`src/rtl/sc_fifo_gen.sv`:
```
// Single-clock FIFO with selectable standard / first-word-fall-through read mode,
// programmable almost-full / almost-empty thresholds, sticky error flags,
// synchronous clear and a full-range (0..DEPTH) occupancy count.
module sc_fifo_gen #(
    parameter int unsigned DW    = 8,
    parameter int unsigned AW    = 3,
    parameter int unsigned FWFT  = 0,
    parameter int unsigned AF_TH = (2 ** AW) - 2,
    parameter int unsigned AE_TH = 2
) (
    input  logic          clk,
    input  logic          rst_n,
    input  logic          clr,
    input  logic [DW-1:0] din,
    input  logic          wr,
    output logic [DW-1:0] dout,
    input  logic          rd,
    output logic [AW-1:0] wc,
    output logic [AW-1:0] rc,
    output logic [AW:0]   dc,
    output logic          full,
    output logic          empty,
    output logic          almost_full,
    output logic          almost_empty,
    output logic          overflow,
    output logic          underflow
);

    localparam int unsigned Depth  = 2 ** AW;
    localparam logic [AW:0] DcFull = (AW + 1)'(Depth);
    localparam logic [AW:0] AfTh   = (AW + 1)'(AF_TH);
    localparam logic [AW:0] AeTh   = (AW + 1)'(AE_TH);

    logic [DW-1:0] mem_q [Depth];

    logic [AW-1:0] wc_q, wc_d;
    logic [AW-1:0] rc_q, rc_d;
    logic [AW:0]   dc_q, dc_d;
    logic [DW-1:0] dout_q, dout_d;
    logic          ovf_q, ovf_d;
    logic          unf_q, unf_d;

    logic rd_acc;
    logic wr_acc;

    // Status flags are pure decodes of the registered count.
    assign empty        = (dc_q == '0);
    assign full         = (dc_q == DcFull);
    assign almost_full  = (dc_q >= AfTh);
    assign almost_empty = (dc_q <= AeTh);

    // A read frees a slot in the same cycle, so a full FIFO still accepts a paired write.
    assign rd_acc = rd & ~empty;
    assign wr_acc = wr & (~full | rd_acc);

    // Next-state for pointers, count, registered read data and sticky errors.
    always_comb begin
        wc_d   = wc_q;
        rc_d   = rc_q;
        dc_d   = dc_q;
        dout_d = dout_q;
        ovf_d  = ovf_q;
        unf_d  = unf_q;
        if (clr) begin
            wc_d   = '0;
            rc_d   = '0;
            dc_d   = '0;
            dout_d = '0;
            ovf_d  = 1'b0;
            unf_d  = 1'b0;
        end else begin
            if (wr_acc) wc_d = wc_q + AW'(1);
            if (rd_acc) begin
                rc_d = rc_q + AW'(1);
                // Only standard mode needs the output register.
                if (FWFT == 0) dout_d = mem_q[rc_q];
            end
            unique case ({wr_acc, rd_acc})
                2'b10:   dc_d = dc_q + (AW + 1)'(1);
                2'b01:   dc_d = dc_q - (AW + 1)'(1);
                default: dc_d = dc_q;
            endcase
            if (wr && !wr_acc) ovf_d = 1'b1;
            if (rd && empty)   unf_d = 1'b1;
        end
    end

    // Control state, asynchronously reset.
    always_ff @(posedge clk or negedge rst_n) begin
        if (!rst_n) begin
            wc_q   <= '0;
            rc_q   <= '0;
            dc_q   <= '0;
            dout_q <= '0;
            ovf_q  <= 1'b0;
            unf_q  <= 1'b0;
        end else begin
            wc_q   <= wc_d;
            rc_q   <= rc_d;
            dc_q   <= dc_d;
            dout_q <= dout_d;
            ovf_q  <= ovf_d;
            unf_q  <= unf_d;
        end
    end

    // Storage array; deliberately not reset so it can map to RAM.
    always_ff @(posedge clk) begin
        if (wr_acc && !clr) mem_q[wc_q] <= din;
    end

    // FWFT presents the head word directly; forced to zero while empty so reset reads as 0.
    assign dout = (FWFT != 0) ? (empty ? '0 : mem_q[rc_q]) : dout_q;

    assign wc        = wc_q;
    assign rc        = rc_q;
    assign dc        = dc_q;
    assign overflow  = ovf_q;
    assign underflow = unf_q;

endmodule

```
`config.mk`:
```
export PLATFORM = sky130hd
export DESIGN_NAME = sc_fifo_gen
export DESIGN_NICKNAME = d
export VERILOG_FILES = /design/src/rtl/sc_fifo_gen.sv
export SDC_FILE = /design/constraint.sdc
export NUM_CORES = 1
export LEC_CHECK = 0
export BUFFER_PORTS_ARGS = -buffer_cell sky130_fd_sc_hd__buf_4
export CORE_MARGIN = 1.5
export CORE_UTILIZATION = 58
export CTS_CLUSTER_DIAMETER = 40
export DETAILED_ROUTE_END_ITERATION = 10
export PLACE_DENSITY = 0.78
export SLEW_MARGIN = 20
export SYNTH_ARGS = -nofsm -noshare
export SYNTH_HDL_FRONTEND = slang
export SYNTH_SLANG_ARGS = --single-unit
```
`constraint.sdc`:
```
create_clock -name clk -period 3.2 [get_ports clk]
set_input_delay 0.8 -clock clk [delete_from_list [all_inputs] [get_ports clk]]
set_output_delay 0.8 -clock clk [all_outputs]
set_load 0.02 [all_outputs]
```
==> flow_metrics.py, run 1 <==
metrics = {
    "run_status": {
        "outcome": "finished clean",
    },
    "power_and_ir_drop": {
        "cellLeakagePower_uw": 0.00150,
        "peakVddDrop_v": 0.000491,
        "p_per_area_nw_per_um2": 720,
        "p_total_uw": 2950,
    },
    "clocking": {
        "numCtsBuffers": 9,
        "clock_latency_ns": 0.35,
        "clk_pin_slew_ns": 0.08,
        "root_buffer": "clkbuf_8",
        "cts.sink_count": 84,
        "cts_resized": 0,
        "cts_post_setup_buffers_inserted": 0,
        "hold_buffers": 0,
        "h-tree-depth": 3,
        "cts_tree": "done",
        "clk_path_buf_depth": 2,
    },
    "floorplanning": {
        "start_util": 0.597,
        "die_h_um": 80.8,
        "dieArea_um2": 6530,
        "num_rows": 28,
        "boundaryPins": 37,
        "die-width_um": 80.8,
        "coreArea_um2": 5890,
    },
    "logic_synthesis": {
        "ys_ff_latch": 84,
        "synth-edff-count": 64,
        "synth_common_cells": "edfxtp_1 (64), nor2_1 (26), dfrtp_1 (20)",
        "synthTopCellsByArea": "edfxtp_1 (55%), dfrtp_1 (14%), mux4_2 (10%), mux2i_1 (3.4%), nor2_1 (2.8%)",
        "syn_inst": 207,
        "yosysWarnings": 0,
        "syn_avg_cell_area_um2": 17.0,
        "syn_nets": 225,
        "synth_ff_type": "edfxtp_1",
        "synth_seq_area_share": 0.689,
        "syn_area_um2": 3510,
        "synth_area_leader_cell": "edfxtp_1",
        "synthMostInstantiatedCell": "edfxtp_1",
        "synth_top_area_frac": 0.547,
        "synth-async-reset-ratio": 0.238,
        "ys_types": 36,
    },
    "critical_path": {
        "r2r_start": "dc[1]$_DFFE_PN0P_",
        "worst_ep_required_time_ns": 2.40,
        "crit_start": "dc[1]$_DFFE_PN0P_",
        "startpoint_type": "flop",
        "reg2reg_depth": 8,
        "r2r_end": "dc[3]$_DFFE_PN0P_",
        "critPathKind": "reg -> out",
        "crit_path_end_kind": "primary output",
        "r2r_setup_slack_ns": 0.70,
        "crit_path_end": "empty",
        "critPathArrivalTime_ns": 1.77,
        "crit_fanout": 11,
    },
    "sta": {
        "worst_pin_slew_ns": 0.886,
        "finalHoldViolCount": 0,
        "period_share": 0.802,
        "slew_headroom": 0.405,
        "slew_viol_final": 0,
        "holdWs_ns": 0.319,
        "fin_ws_ns": 0.634,
        "setup_violations": 0,
        "fin_tns_setup_ns": 0,
        "fmax_mhz": 390,
        "rsz0062_at_grt": "no",
        "post-route-min-period_ns": 2.57,
        "finClkSkew_ns": 0.00645,
    },
    "layout": {
        "instances_no_fill": 332,
        "insertedDiodeCount": 0,
        "n_fill_cell": 404,
        "drive_gt1_frac": 0.323,
        "area_delta_synth_final_pct": 16.5,
        "nNetsFinal": 270,
    },
    "global_routing": {
        "grt_overflow_total": 0,
        "grt.total_usage": 0.224,
        "antenna_found_initial": 0,
        "grt_first_pass_wirelength_mm": 10.2,
        "grt_pass1_vias": 1918,
        "grt_max_degree": 25,
    },
    "drt": {
        "via_per_inst": 5.98,
        "drt_iter0_markers": 149,
        "firstDrtPassIters": 4,
        "vias": 1985,
        "routedWlPerCell_um": 19.8,
        "drc": 0,
        "detail-route-antenna-nets": 0,
        "routed_wl_mm": 6.58,
    },
    "placed_design": {
        "place_ws_ns": 0.701,
        "place.gp.congestion": 0.725,
        "numPlacedInstances": 316,
        "dp_hpwl_mm": 4.32,
        "numPortBuffers": 36,
    },
    "job": {
        "cap_viol_max_count": 0,
    },
    "worst_hold_path": {
        "min_path_type": "in -> async",
    },
}
stage by stage:
step            util  instance area (µm²)
2_1_floorplan      -                 3510
3_3_place_gp   0.663                 3900
3_5_place_dp   0.663                 3900
4_1_cts        0.695                 4090
5_1_grt        0.695                 4090
6_report       0.695                 4090
cell usage in the layout, fill, tap and decap left out, types with 2 or more instances in the layout:
| cell type | netlist | routed |
|---|---|---|
| nor4_1 | 2 | 2 |
| ha_1 | 4 | 4 |
| a31oi_1 | 2 | 2 |
| o211ai_1 | 3 | 3 |
| inv_1 | 2 | 2 |
| mux2i_1 | 12 | 12 |
| edfxtp_1 | 64 | 64 |
| xor2_1 | 5 | 5 |
| nor2_1 | 26 | 26 |
| nand2_1 | 5 | 5 |
| nor3_1 | 4 | 4 |
| buf_4 | 1 | 47 |
| a211oi_1 | 10 | 10 |
| dfrtp_1 | 20 | 20 |
| a21oi_1 | 2 | 2 |
| nor2b_1 | 2 | 2 |
| clkbuf_8 | 0 | 9 |
| mux4_2 | 16 | 16 |
cells by family (layout without fill, tap and decap cells):
family / Yosys count / count (layout) / share of synthesized area
DFF: 84 / 84 / 0.689
AOI/OAI and AO/OA: 24 / 24 / 0.0580
buffers and inverters: 16 / 66 / 0.0217
xor gates and xnor gates: 6 / 6 / 0.0150
adders and majority gates: 5 / 5 / 0.0199
muxes: 28 / 28 / 0.137
and+or+nand+nor: 44 / 44 / 0.0591
worst min-delay path by stage:
stage                               start                     to  slack [ns]  cells past startpoint
finish                              rst_n      dc[2]$_DFFE_PN0P_        0.32                      1
global route                        rst_n    dout[0]$_DFFE_PN0P_        0.33                      1
CTS                                 rst_n      dc[0]$_DFFE_PN0P_        0.32                      1
detailed placement   overflow$_DFFE_PN0P_   overflow$_DFFE_PN0P_        0.49                      2
global placement    underflow$_DFFE_PN0P_  underflow$_DFFE_PN0P_        0.48                      2
floorplan                           rst_n      dc[0]$_DFFE_PN0P_        0.50                      0
flip-flops by register name, summed over array words and instances, names as in the netlist:
| signal | flops |
|---|---|
| mem_q | 64 |
| dout | 8 |
| underflow | 1 |
| overflow | 1 |
| rc | 3 |
| wc | 3 |
| dc | 4 |
routing by layer:
metal,part of all wire,global-route usage,routed length (µm)
met3,0.050,0.0472,329
met1,0.43,0.303,2800
met2,0.50,0.350,3320
met5,0,0,0
met4,0.020,0.105,132
report_power, final:
group	switching [µW]	internal (µW)
clock	370	361
sequential	98.9	1270
combinational	465	383
area by class of cell:
cell class              count  area, µm²  share of cell area
clock buffers              10        128              0.0312
repair buffers             47        353              0.0862
flip-flops and latches     84       2420               0.592
multi-input cells         107       1020               0.249
well taps                  75       93.8              0.0229
inverters                   3       11.3             0.00275
clock inverters             6       63.8              0.0156
worst max-delay path, cell delays in order (launching register included):
cell and delay [ns]:
dfrtp_1 0.51, or4_1 0.65, inv_1 0.11, buf_4 0.14
No activity file was read; power rests on OpenSTA's default activity.
==> inputs of run 2 (changes only) <==
--- a/config.mk
+++ b/config.mk
@@ -7,10 +7,10 @@
 export LEC_CHECK = 0
 export BUFFER_PORTS_ARGS = -buffer_cell sky130_fd_sc_hd__buf_4
 export CORE_MARGIN = 1.5
-export CORE_UTILIZATION = 58
+export CORE_UTILIZATION = 52
 export CTS_CLUSTER_DIAMETER = 40
 export DETAILED_ROUTE_END_ITERATION = 10
-export PLACE_DENSITY = 0.78
+export PLACE_DENSITY = 0.74
 export SLEW_MARGIN = 20
 export SYNTH_ARGS = -nofsm -noshare
 export SYNTH_HDL_FRONTEND = slang
==> constraint.sdc (replaced) <==
create_clock -name clk -period 2.1 [get_ports clk]
set_input_delay 0.525 -clock clk [delete_from_list [all_inputs] [get_ports clk]]
set_output_delay 0.525 -clock clk [all_outputs]
set_load 0.02 [all_outputs]
==> run 2 against run 1 <==
The flow now finishes with violations (DRC, setup timing). Register-to-register slack worse by 0.73 ns. Critical path type unchanged. Final area up 8.1%. Die area up 11%. Wire length up 3.4%. Largest cell class unchanged. Sequential power up 47%.
==> flow_metrics.py, run 2 (synthesized netlist as in run 1, its figures left out) <==
metrics = {
    "run_status": {
        "outcome": "complete, but fails checks",
        "violations": "DRC, setup timing",
    },
    "sta": {
        "finClkSkew_ns": 0.0123,
        "slew_headroom": 0.528,
        "worst_pin_slew_ns": 0.706,
        "holdWs_ns": 0.0455,
        "period_share": 1.05,
        "post-route-min-period_ns": 2.20,
        "fin_tns_setup_ns": -0.189,
        "finalHoldViolCount": 0,
        "setup_violations": 3,
        "slew_viol_final": 0,
        "fmax_mhz": 455,
        "fin_ws_ns": -0.0955,
        "rsz0062_at_grt": "yes",
    },
    "power_and_ir_drop": {
        "clkPwrFrac": 0.224,
        "seq_power_share": 0.408,
        "p_per_area_nw_per_um2": 1120,
        "peakVddDrop_v": 0.000683,
        "sw_frac_of_total": 0.320,
        "p_int_uw": 3370,
        "switchingPower_uw": 1580,
        "power_frac_comb": 0.368,
        "cellLeakagePower_uw": 0.00165,
    },
    "clocking": {
        "root_buffer": "clkbuf_8",
        "h-tree-depth": 3,
        "clock_latency_ns": 0.35,
        "clk_pin_slew_ns": 0.08,
        "clk_path_buf_depth": 2,
        "cts.sink_count": 84,
        "numCtsBuffers": 9,
        "hold_buffers": 0,
        "cts_tree": "done",
    },
    "placed_design": {
        "numPortBuffers": 36,
        "place.gp.congestion": 0.845,
        "dp_hpwl_mm": 4.77,
    },
    "critical_path": {
        "critPathKind": "reg -> out",
        "worst_ep_required_time_ns": 1.57,
        "startpoint_type": "flop",
        "critPathArrivalTime_ns": 1.67,
        "crit_path_end_kind": "primary output",
        "crit_fanout": 4,
    },
    "global_routing": {
        "grt_max_degree": 21,
        "grt_pass1_vias": 2203,
        "grt_first_pass_wirelength_mm": 10.9,
        "grt_overflow_total": 0,
        "antenna_found_initial": 0,
        "grt.total_usage": 0.205,
    },
    "floorplanning": {
        "coreArea_um2": 6420,
        "die-width_um": 85.2,
        "dieArea_um2": 7260,
        "start_util": 0.547,
        "boundaryPins": 37,
        "die_h_um": 85.2,
        "num_rows": 29,
    },
    "layout": {
        "mostFrequentLayoutCells": "buf_4 (70), edfxtp_1 (64), nor2_1 (21)",
        "regMostFlops": "mem_q",
        "n_fill_cell": 439,
        "area.sequential_um2": 2420,
        "area_delta_synth_final_pct": 26.0,
        "multi_input_area_um2": 1090,
        "largest_reg_flops": 64,
        "insertedDiodeCount": 0,
        "layout_commonest_cell": "buf_4",
        "drive_gt1_frac": 0.441,
        "nNetsFinal": 299,
    },
    "drt": {
        "drt_iter0_markers": 141,
        "routedWlPerCell_um": 18.8,
        "via_per_inst": 5.66,
        "firstDrtPassIters": 7,
        "routed_wl_mm": 6.81,
        "vias": 2053,
        "detail-route-antenna-nets": 0,
        "drc": 4,
    },
    "job": {
        "cap_viol_max_count": 0,
    },
    "worst_hold_path": {
        "min_path_type": "in -> async",
    },
}
## run 2: stage by stage
stage / std cells / total power, µW / cell area [µm²] / setup slack [ns] / util
3_3_place_gp: 343 / 3630 / 4120 / -0.0341 / 0.642
5_1_grt: 363 / 5190 / 4430 / -0.138 / 0.689
4_1_cts: 360 / 4850 / 4330 / -0.0542 / 0.675
6_report: 363 / 4950 / 4430 / -0.0955 / 0.689
2_1_floorplan: 207 / 3030 / 3540 / -0.216 / -
3_5_place_dp: 343 / 3690 / 4120 / -0.0623 / 0.642
## run 2: final cells by class
type	instances	share of cell area
multi-input combinational	107	0.247
clock buffer	11	0.0297
tap	77	0.0218
inverter	3	0.00368
timing repair buffer	76	0.136
clock inverter	5	0.0141
sequential	84	0.548
## run 2: final timing paths
path                                              end  cells after the start  slack, ns                  start
worst max-delay path                             full                      4       -0.1      dc[1]$_DFFE_PN0P_
worst min-delay path            underflow$_DFFE_PN0P_                      1       0.05                  rst_n
worst max register to register      dc[3]$_DFFE_PN0P_                      8      -0.03      dc[1]$_DFFE_PN0P_
worst min register to register  underflow$_DFFE_PN0P_                      2       0.51  underflow$_DFFE_PN0P_
max in group asynchronous           dc[0]$_DFFE_PN0P_                      1       1.83                  rst_n
min in group clk                mem_q[7][2]$_DFFE_PP_                      1       0.41                 din[2]
## run 2: power by group through the flow
stage	clock, µW	sequential (µW)	combinational, µW
final	1110	2020	1820
after detailed placement	0	2060	1630
after floorplan	0	2220	812
after CTS	1120	2020	1700
after global placement	0	2050	1590
after global routing	1200	2040	1960
## run 2: critical path: stages (launching register included)
cell	delay (ns)
dfrtp_2	0.43
buf_6	0.12
or4b_4	0.59
inv_4	0.09
buf_6	0.11
## run 2: what timing repair did
action,4_1_cts,5_1_grt
setup buffers,2,3
resized for setup,4,17
endpoints found under the setup margin,3,28
pin swaps,3,8
## run 2: routing by layer
metal	up-vias	global-route usage	part of all wire
met4	0	0.0924	0.020
met5	-	0	0
met1	1036	0.278	0.43
met2	51	0.328	0.51
li1	955	-	-
met3	11	0.0379	0.040
